## src/rtl/sprite_pkg.sv

```systemverilog
// Shared types and constants for the per-scanline sprite fetch engine.
package sprite_pkg;

  localparam int LINE_W_DEFAULT = 640;
  localparam int IMG_ADDR_W     = 10;

  localparam logic [23:0] TRANSPARENT_RGB = 24'h000000;

  typedef struct packed {
    logic                  en;
    logic [9:0]            x;
    logic [9:0]            y;
    logic [IMG_ADDR_W-1:0] base;
  } sprite_desc_t;

  typedef enum logic [2:0] {
    IDLE,
    CHECK,
    FETCH,
    DRAIN,
    FINISH
  } fetch_state_t;

endpackage

```

## src/rtl/sprite_line_fetcher_desc_regs.sv

```systemverilog
// Sprite descriptor register file: one write port, combinational read by index.
module sprite_desc_regs
  import sprite_pkg::*;
#(
  parameter  int N_SPRITES = 4,
  localparam int IDX_W     = (N_SPRITES > 1) ? $clog2(N_SPRITES) : 1
) (
  input  logic         clk,
  input  logic         reset,
  input  logic         we,
  input  logic [IDX_W-1:0] wr_idx,
  input  sprite_desc_t wr_desc,
  input  logic [IDX_W-1:0] rd_idx,
  output sprite_desc_t rd_desc
);

  sprite_desc_t desc_q [N_SPRITES];

  // NOTE: only the enable bits are reset; position/base fields are don't-care
  // while a sprite is disabled, so they stay plain storage without reset.
  always_ff @(posedge clk) begin
    if (reset) begin
      for (int i = 0; i < N_SPRITES; i++) desc_q[i].en <= 1'b0;
    end else if (we) begin
      desc_q[wr_idx] <= wr_desc;
    end
  end

  assign rd_desc = desc_q[rd_idx];

endmodule

```

## src/rtl/sprite_line_fetcher.sv

```systemverilog
// Per-scanline sprite fetch engine: scans descriptors from lowest to highest
// priority and copies each visible sprite row from image memory to the line buffer.
module sprite_line_fetcher
  import sprite_pkg::*;
#(
  parameter  int N_SPRITES = 4,
  parameter  int SPRITE_W  = 16,
  parameter  int SPRITE_H  = 16,
  parameter  int ADDR_W    = IMG_ADDR_W,
  parameter  int LINE_W    = LINE_W_DEFAULT,
  localparam int IDX_W     = (N_SPRITES > 1) ? $clog2(N_SPRITES) : 1
) (
  input  logic              clk,
  input  logic              reset,
  input  logic              line_start,
  input  logic [9:0]        line_y,
  input  logic              desc_we,
  input  logic [IDX_W-1:0]  desc_idx,
  input  logic              desc_en,
  input  logic [9:0]        desc_x,
  input  logic [9:0]        desc_y,
  input  logic [ADDR_W-1:0] desc_base,
  output logic [ADDR_W-1:0] img_addr,
  input  logic [23:0]       img_data,
  output logic              lb_we,
  output logic [9:0]        lb_x,
  output logic [23:0]       lb_rgb,
  output logic              busy,
  output logic              done
);

  localparam int COL_W = (SPRITE_W > 1) ? $clog2(SPRITE_W) : 1;
  localparam logic [COL_W-1:0] LAST_COL = COL_W'(SPRITE_W - 1);

  fetch_state_t     state;
  logic [IDX_W-1:0] idx;
  logic [9:0]       line_y_q;
  logic [9:0]       cur_x;
  logic [COL_W-1:0] col;
  logic             wr_valid;
  logic [9:0]       wr_x;

  sprite_desc_t wr_desc;
  sprite_desc_t rd_desc;

  assign wr_desc = '{en: desc_en, x: desc_x, y: desc_y, base: IMG_ADDR_W'(desc_base)};

  sprite_desc_regs #(.N_SPRITES(N_SPRITES)) u_desc_regs (
    .clk    (clk),
    .reset  (reset),
    .we     (desc_we),
    .wr_idx (desc_idx),
    .wr_desc(wr_desc),
    .rd_idx (idx),
    .rd_desc(rd_desc)
  );

  // Vertical hit test done at 11 bits so desc_y+SPRITE_H near 1023 cannot wrap.
  logic [10:0]       ly_ext;
  logic [10:0]       dy_ext;
  logic              visible;
  logic [9:0]        row;
  logic [ADDR_W-1:0] start_addr;
  logic [10:0]       px;

  assign ly_ext     = {1'b0, line_y_q};
  assign dy_ext     = {1'b0, rd_desc.y};
  assign visible    = rd_desc.en && (ly_ext >= dy_ext) && (ly_ext < dy_ext + 11'(SPRITE_H));
  assign row        = line_y_q - rd_desc.y;
  assign start_addr = ADDR_W'(rd_desc.base) + ADDR_W'(row) * ADDR_W'(SPRITE_W);
  assign px         = {1'b0, cur_x} + 11'(col);

  always_ff @(posedge clk) begin
    if (reset) begin
      state    <= IDLE;
      idx      <= '0;
      line_y_q <= '0;
      cur_x    <= '0;
      col      <= '0;
      img_addr <= '0;
      wr_valid <= 1'b0;
      wr_x     <= '0;
      busy     <= 1'b0;
      done     <= 1'b0;
    end else begin
      done     <= 1'b0;
      wr_valid <= 1'b0;
      unique case (state)
        IDLE: begin
          if (line_start) begin
            line_y_q <= line_y;
            idx      <= IDX_W'(N_SPRITES - 1);
            busy     <= 1'b1;
            state    <= CHECK;
          end
        end
        CHECK: begin
          cur_x <= rd_desc.x;
          col   <= '0;
          if (visible) begin
            img_addr <= start_addr;
            state    <= FETCH;
          end else if (idx == '0) begin
            done  <= 1'b1;
            state <= FINISH;
          end else begin
            idx <= idx - IDX_W'(1);
          end
        end
        FETCH: begin
          // Column c's write is staged here and fires when its data returns.
          wr_valid <= (px < 11'(LINE_W));
          wr_x     <= px[9:0];
          col      <= col + COL_W'(1);
          if (col == LAST_COL) state <= DRAIN;
          else                 img_addr <= img_addr + ADDR_W'(1);
        end
        DRAIN: begin
          if (idx == '0) begin
            done  <= 1'b1;
            state <= FINISH;
          end else begin
            idx   <= idx - IDX_W'(1);
            state <= CHECK;
          end
        end
        FINISH: begin
          busy  <= 1'b0;
          state <= IDLE;
        end
        default: state <= IDLE;
      endcase
    end
  end

  // img_data already comes from the memory's output register, so the write
  // strobe only gates it with the staged column and the transparency test.
  assign lb_we  = wr_valid && (img_data != TRANSPARENT_RGB);
  assign lb_x   = wr_x;
  assign lb_rgb = lb_we ? img_data : '0;

endmodule
```

## config.mk

```make
export PLATFORM = sky130hd
export DESIGN_NAME = sprite_line_fetcher
export DESIGN_NICKNAME = d
export VERILOG_FILES = /design/src/rtl/sprite_pkg.sv /design/src/rtl/sprite_line_fetcher_desc_regs.sv /design/src/rtl/sprite_line_fetcher.sv
export SDC_FILE = /design/constraint.sdc
export NUM_CORES = 1
export LEC_CHECK = 0
export CORE_ASPECT_RATIO = 1.5
export CORE_MARGIN = 3
export CORE_UTILIZATION = 55
export DETAILED_ROUTE_END_ITERATION = 12
export MAX_ROUTING_LAYER = met4
export PLACE_DENSITY = 0.8
export SLEW_MARGIN = 20
export SYNTH_ARGS = -nofsm -noshare
export SYNTH_HDL_FRONTEND = slang
export SYNTH_SLANG_ARGS = --single-unit
```

## constraint.sdc

```tcl
create_clock -name clk -period 5.8 [get_ports clk]
set_input_delay 0.87 -clock clk [delete_from_list [all_inputs] [get_ports clk]]
set_output_delay 0.87 -clock clk [all_outputs]
set_load 0.02 [all_outputs]
```

## After elaboration in Yosys (flattened, before gate mapping)

Memories as Yosys holds them, arrays and structs flattened. A register that Yosys moved wholly into a read port is not among the register bits.
Cells that the tools add are included.

- Bitwise operators: 1
- Shift operators: 0
- Order comparisons: 3
- Reduce and logical (&&, ||, !) cells: 16
- Add/subtract/negate cells: 7
- Multiplexer cells: 30
- $mul: 0
- Divide/modulo/power cells: 0
- Equal/unequal tests: 11

Operators by type and width:

| operator | count |
|---|---|
| $mux W31 | 1 |
| $reduce_or A31 Y1 | 1 |
| $mux W24 | 1 |
| $reduce_bool A24 Y1 | 1 |
| $mux W10 | 2 |
| $pmux W10 S2 | 1 |
| $mux W3 | 5 |
| $mux W2 | 7 |
| $pmux W3 S4 | 1 |
| $add A10 B4 Y11 | 1 |
| $add A10 B5 Y11 const B | 1 |
| $lt A10 B11 Y1 | 1 |
| $lt A11 B10 Y1 const B | 1 |
| $add A10 B1 Y10 const B | 1 |
| $add A10 B10 Y10 | 1 |
| $ge A10 B10 Y1 | 1 |
| $ne A2 B2 Y1 const B | 5 |
| $reduce_and A3 Y1 | 3 |
| $mux W1 | 8 |
| $pmux W4 S2 | 1 |
| $eq A3 B2 Y1 const B | 2 |
| $pmux W2 S3 | 1 |
| $sub A6 B6 Y6 | 1 |
| $add A4 B1 Y4 const B | 1 |
| other kinds (14) | 19 |

- Memories kept: 1
- Output and inout port bits: 47
- Memory bits (writable): 124
- Bits in latches: 0
- Bits in registers: 52
- Memory bits (read-only): 0

Memories:

| name | words | bits a word | rd ports | clocked after Yosys merged registers in | wr ports | RTL line | RTL |
|---|---|---|---|---|---|---|---|
| u_desc_regs.desc_q | 4 | 31 | 1 | 1 | 4 | sprite_line_fetcher_desc_regs.sv:17 | `sprite_desc_t desc_q [N_SPRITES];` |

## Logic depth before layout (Yosys ltp)

Gate-level depths: netlist of the first run.

- Word-level depth: 7
- Depth in mapped cells: 17

## Modules after synthesis

Synthesis of the first run repeated with hierarchy kept, for this count alone.

- Cell total of the unflattened synthesis: 662
- Area, all modules: 8261.7 sq um

Modules (own cells, without submodules):

| module | area an instance (sq um) | cells an instance | sequential area each (sq um) | times used |
|---|---|---|---|---|
| sprite_desc_regs | 4779.6 | 212 | 3723.6 | 1 |
| sprite_line_fetcher | 3482.1 | 450 | 1041.0 | 1 |

## Worst setup path after synthesis of the first run

OpenSTA, ideal clock, no wires.

- Kind: input port to flip-flop
- Start point: in reset
- End point: mem u_desc_regs.desc_q[0][30] in the netlist's numbering (enable)
- Library setup time: 0.301 ns
- Buffers on the path: 1
- Arrival: 4.017 ns
- Data required time: 5.499 ns
- Stages: 4
- Path slack: 1.482 ns
- Path through: clkbuf_1 nor2b_1 nor3b_1 or2_2

RTL lines:

| item | RTL line | RTL |
|---|---|---|
| start, declared | sprite_line_fetcher.sv:14 | `input logic reset,` |
| end, declared | sprite_line_fetcher_desc_regs.sv:17 |  |

## Final worst setup path of the first run

- Start point: in img_data[0]
- End point: out lb_rgb[22]

- Longest elaborated chain between the ends: 3

RTL lines:

| item | RTL line | RTL |
|---|---|---|
| start, declared | sprite_line_fetcher.sv:24 | `input logic [23:0] img_data,` |
| $reduce_bool A24 Y1 | sprite_line_fetcher.sv:138 | `assign lb_we = wr_valid && (img_data != TRANSPARENT_RGB);` |
| $logic_and A1 B1 Y1 | sprite_line_fetcher.sv:138 |  |
| $mux W24 | sprite_line_fetcher.sv:140 | `assign lb_rgb = lb_we ? img_data : '0;` |
| end, declared | sprite_line_fetcher.sv:27 | `output logic [23:0] lb_rgb,` |

Every way passes these cells.

==> out/metrics.cfg, run 1 <==
[drt]
vias_per_cell=5.728
wire_per_inst_um=17.75
drt_iter0_drc=348
drt_wl_total_um=17360
drc=0
vias=5602
ant_nets=0
drt_first_pass_iters=5

[clock_tree]
htreeDepth=4
cts_setup_buffers=0
clock_path_buffers=2
ctsResizeCount=0
worstSkewPairLatency_ns=0.42
cts-root-buf=clkbuf_16
cts_sinks=178
clkTransAtPathRegs_ns=0.07
hold_buffers=0
cts_tree=built
numCtsBuffers=17

[timing]
hold_viol=0
worst_pin_slew_ns=0.9286
setup_ws_ns=2.016
max_slew_margin_pct=38.09
slew_viol_final=0
finalCritPeriodShare_pct=65.25
fmax_mhz=264.2
setup_viol=0
finClkSkew_ns=0.01542
setup_tns_ns=0
rsz0062_at_grt=no
timing.final.crit_period_ns=3.784

[floorplanning]
coreArea_mm2=0.01459
io_pins=118
die_area_mm2=0.01651
start_util_pct=56.43
std_cell_rows=54
die_x_um=105.9
chipHeight_um=155.9

[grt]
grt_pass1_wl_um=28380
grt-ovfl-total=0
antenna_found_initial=0
grtUsageTotal_pct=22.38
grt_max_degree=55
grt_pass1_vias=5765

[logic_synthesis]
synthTopCellsByCount=edfxtp_1 (124), nand2_1 (70), and2_1 (60)
synth_area_mm2=0.008235
synth-async-reset-ratio_pct=0
synth_top_area_share_pct=45.21
synth_edf_count=124
yosysTopAreaCell=edfxtp_1
syn_nets=755
ys_seq_area_share_pct=58.34
ys_warn_count=0
synthDistinctLibCells=60
ys.flop_type=edfxtp_1
synth.avg_cell_area_um2=12.61
ys_ff_latch=178
syn-instance-count=653
synth.most_common_cell=edfxtp_1
yosys-top-cells-area=edfxtp_1 (45%), dfxtp_1 (13%), mux4_2 (8.5%)

[power]
totalPowerFinal_mw=2.958
power_density_mw_per_mm2=291.3
ir_drop_mv=0.2455
power_leakage_nw=3.442

[worst_setup_path]
worstPathMaxFanout=17
r2r_cells=12
arrival_ns=2.91
path_class=in2out
required_ns=4.93
regToRegSetupSlack_ns=2.02
worstSetupStartpointType=input port
cp-end-kind=primary output
crit_start=img_data[0]
r2r_end=img_addr[9]

[layout]
n_fill_cell=1011
diodes=0
area_growth_pct=23.29
fin_nets=871
drive_gt1_share_pct=11.38

[place]
dp_slack_ns=2.006
io_buffers=117
dp_hpwl_um=12220
routabilityCongestion=0.9143

[min_path]
hold_start=lb_x[4]
hp-class=reg2reg
min_to=lb_x[4]
whs_path_depth=2

[status]
status=complete, no violations

[flow_run]
cap_violations=0

through the flow:
| stage | instances | util, % | hold WS (ns) | instance area [µm²] |
|---|---|---|---|---|
| after floorplan | 653 | - | 0.4363 | 8235 |
| after global placement | 946 | 65.69 | 0.4391 | 9587 |
| after detailed placement | 946 | 65.69 | 0.4478 | 9587 |
| after CTS | 978 | 69.57 | 0.4584 | 10150 |
| after global routing | 978 | 69.57 | 0.4843 | 10150 |
| final | 978 | 69.57 | 0.4551 | 10150 |
placed cells by master, fill, tap and decap left out, types with 4 or more instances in the layout:
master	instances
inv_6	4
and3_1	5
nor2_1	25
clkbuf_16	17
buf_4	9
xor2_1	6
nand3_1	9
inv_1	24
a21oi_1	51
edfxtp_1	124
dfxtp_1	53
a21o_1	6
a211oi_1	9
o21ai_0	16
nor2b_1	6
or3_1	4
ha_1	28
o21a_1	4
inv_8	5
o31ai_1	5
or2_2	6
xnor2_1	14
clkdlybuf4s50_1	116
nand2_1	70
and2_1	60
nor3_1	7
nor4_1	9
mux4_2	31
nand4_1	5
power by group:
part	total (mW)	switching (mW)	internal, mW
Sequential	1.46	0.0473	1.41
Clock	1.09	0.517	0.571
Combinational	0.415	0.202	0.213
sequential cells by signal (all words and copies together), names as in the netlist, 2 cells and up, named ones only:
name	flops
col	4
cur_x	10
idx	2
img_addr	10
lb_x	10
line_y_q	10
state	3
u_desc_regs.desc_q	124
layout make-up:
cell class | instances | area, µm² | share of cell area, %
sequential | 178 | 4806 | 47.33
multi-input combinational | 421 | 3208 | 31.60
timing repair buffer | 126 | 1234 | 12.15
clock buffer | 17 | 425.4 | 4.190
tap | 196 | 245.2 | 2.415
clock inverter | 15 | 141.4 | 1.392
inverter | 25 | 93.84 | 0.9242
worst max path at each step:
stage	to	slack [ns]
final	lb_rgb[22]	2.02
after global placement	lb_rgb[12]	2.11
after floorplan	u_desc_regs.desc_q[0][30]	1.48
after CTS	img_addr[9]	1.94
after global routing	img_addr[9]	1.59
after detailed placement	lb_rgb[16]	2.01
per-layer routing:
layer  GRT usage (%)  wire length, µm  vias up
met5               -                0        -
met4           9.136              434        0
met3           4.182              964       32
met2           38.44             9076      186
met1           25.96             6883     2736
li1                -                -     2648
critical path: stages:
cell	delay, ns
clkdlybuf4s50_1	0.43
nor4_1	0.38
nand4_1	0.14
o21a_1	0.34
and2_1	0.22
clkdlybuf4s50_1	0.54
kinds of logic after synthesis:
| group | Yosys count | share of synthesized area [%] |
|---|---|---|
| simple gates | 220 | 13.87 |
| flops | 178 | 58.34 |
| compound gates | 116 | 8.994 |
| buf+inv | 54 | 2.826 |
| mux | 34 | 8.857 |
| fa+ha+maj | 31 | 4.983 |
| xor+xnor | 20 | 2.127 |
Note: power is estimated with default switching activity, not from simulation.
==> run 2: changes to the inputs <==
clock period = 4 ns   (was 5.8 ns; I/O delays follow)
==> run 2 against run 1 <==
  * Wire length is 1.6% higher
  * Final cell count rose by 0.72%
  * Critical path depth grew 9
  * Critical endpoint is now img_addr[9]
  * Combinational power grew 49%
  * Largest power group unchanged
==> out/metrics.cfg, run 2 (synthesis results as in run 1) <==
[grt]
grtUsageMet1_pct=25.12
grt_pass1_vias=5715
grt_max_degree=54
grtUsageTotal_pct=22.72
grt_pass1_wl_um=28430
globalRouteMet3Util_pct=4.472
grt_most_used_layer=met2
use_met2_pct=40.30
grt-ovfl-total=0
antenna_found_initial=0

[place]
dp_hpwl_um=12830
dp_slack_ns=0.4488
dpl.cell_count=953
routabilityCongestion=0.8293
io_buffers=117

[worst_setup_path]
worstSetupStartpointType=flop
worstPathMaxFanout=10
required_ns=4.32
cp_cell_sequence=buf_4 > mux4_2 > inv_1 > ha_1 > o21a_1 > o31ai_1 > a21boi_0 > ha_1 > o21ai_0 > o21bai_1 > a21oi_1 > xnor2_1 > xnor2_1 > a21oi_1 > o31ai_1
path_class=reg2reg
cpLargestDelayFamily=compound AO/OA/AOI/OAI gates
cp-end-kind=flop
max_stage_delay_ns=0.53
crit_buf_inv=2
cp_slowest_cell=dfxtp_2
arrival_ns=3.89

[layout]
stdcell_count=985
diodes=0
final_common_cell=edfxtp_1
layout_common_cells=edfxtp_1 (124), clkdlybuf4s50_1 (116), nand2_1 (70)
largest_reg_flops=124
fin_nets=878
regMostFlops=u_desc_regs.desc_q
drive_gt1_share_pct=12.17
area_growth_pct=23.97

[timing]
slew_viol_final=0
holdWs_ns=0.4530
max_slew_margin_pct=47.72
worst_pin_slew_ns=0.7842
timing.final.crit_period_ns=3.566
finalCritPeriodShare_pct=89.16
hold_viol=0
rsz0062_at_grt=no
fmax_mhz=280.4
setup_tns_ns=0
setup_viol=0
setup_ws_ns=0.4337
finClkSkew_ns=0.01611

[floorplanning]
start_util_pct=56.43
chipHeight_um=155.9
die_area_mm2=0.01651
die_x_um=105.9
std_cell_rows=54
coreArea_mm2=0.01459
io_pins=118

[power]
power.share.switching_pct=26.02
power_leakage_nw=3.474
ir_drop_mv=0.3412
p_int_mw=3.179
p_switching_mw=1.118
totalPowerFinal_mw=4.297
seqPwrFrac_pct=48.9
power_frac_clock_pct=36.7
pwr-share-comb_pct=14.4
power_density_mw_per_mm2=420.9

[drt]
drc=0
vias_per_cell=5.716
vias=5630
drt_wl_total_um=17640
wire_per_inst_um=17.91
ant_nets=0
drt_first_pass_iters=5
drt_iter0_drc=303

[clock_tree]
clock_path_buffers=2
hold_buffers=0
ctsResizeCount=0
cts_tree=built
numCtsBuffers=17
cts_sinks=178
clkTransAtPathRegs_ns=0.08
worstSkewPairLatency_ns=0.43
cts-root-buf=clkbuf_16
cts_setup_buffers=0
htreeDepth=4

[status]
status=complete, no violations

[flow_run]
cap_violations=0

[min_path]
hp-class=reg2reg

[run 2: cell types whose count changed in the layout (fill, tap and decap cells not counted)]
cell / previous run / this run
clkinv_4: 3 / 1
clkinvlp_4: 0 / 2
nor3b_4: 0 / 1
nor3b_2: 1 / 0
buf_4: 9 / 16
[run 2: stage by stage]
step / cell area (µm²) / utilization (%)
after floorplan: 8240 / -
after global placement: 9646 / 66.09
after detailed placement: 9646 / 66.09
after CTS: 10210 / 69.96
after global routing: 10210 / 69.96
final: 10210 / 69.96
[run 2: routing by layer]
metal | vias to the layer above | routed length (µm)
li1 | 2668 | -
met5 | - | 0
met3 | 27 | 1026
met1 | 2739 | 6742
met2 | 196 | 9396
met4 | 0 | 476
[run 2: area by class of cell]
type,instances,area [µm²]
Tap cell,196,245.2
Multi-Input combinational cell,421,3214
Sequential cell,178,4806
Inverter,25,93.84
Clock buffer,17,425.4
Timing Repair Buffer,133,1286
Clock inverter,15,138.9
Fill cell,1030,4384
[run 2: power groups by stage]
stage,Sequential [mW],Combinational (mW),Clock [mW]
3_5_place_dp,2.14,0.616,0
3_3_place_gp,2.14,0.591,0
2_1_floorplan,2.14,0.407,0
4_1_cts,2.10,0.622,1.60
5_1_grt,2.11,0.680,1.68
6_report,2.10,0.619,1.58
[run 2: path summary, 6_finish.rpt]
| check | depth (start not counted) | from | slack (ns) | endpoint |
|---|---|---|---|---|
| max | 15 | flop | 0.43 | img_addr[9] |
| min | 2 | lb_x[4] | 0.45 | lb_x[4] |
| max reg2reg | 15 | flop | 0.43 | img_addr[9] |
| min reg2reg | 2 | lb_x[4] | 0.45 | lb_x[4] |
[run 2: worst reg2reg max path, delay by kind of cell (launching register included)]
| family | cells | cell delay [ns] |
|---|---|---|
| buffers and inverters | 2 | 0.30 |
| muxes | 1 | 0.51 |
| DFF | 1 | 0.53 |
| adders and majority gates | 2 | 0.56 |
| AOI/OAI and AO/OA | 8 | 1.28 |
| xor gates and xnor gates | 2 | 0.29 |
==> run 3: changes to the inputs <==
CTS_CLUSTER_DIAMETER = 200   (was default)
==> results of run 3 <==
Same layout as run 2: the final DEF is identical, and so are final timing and power.
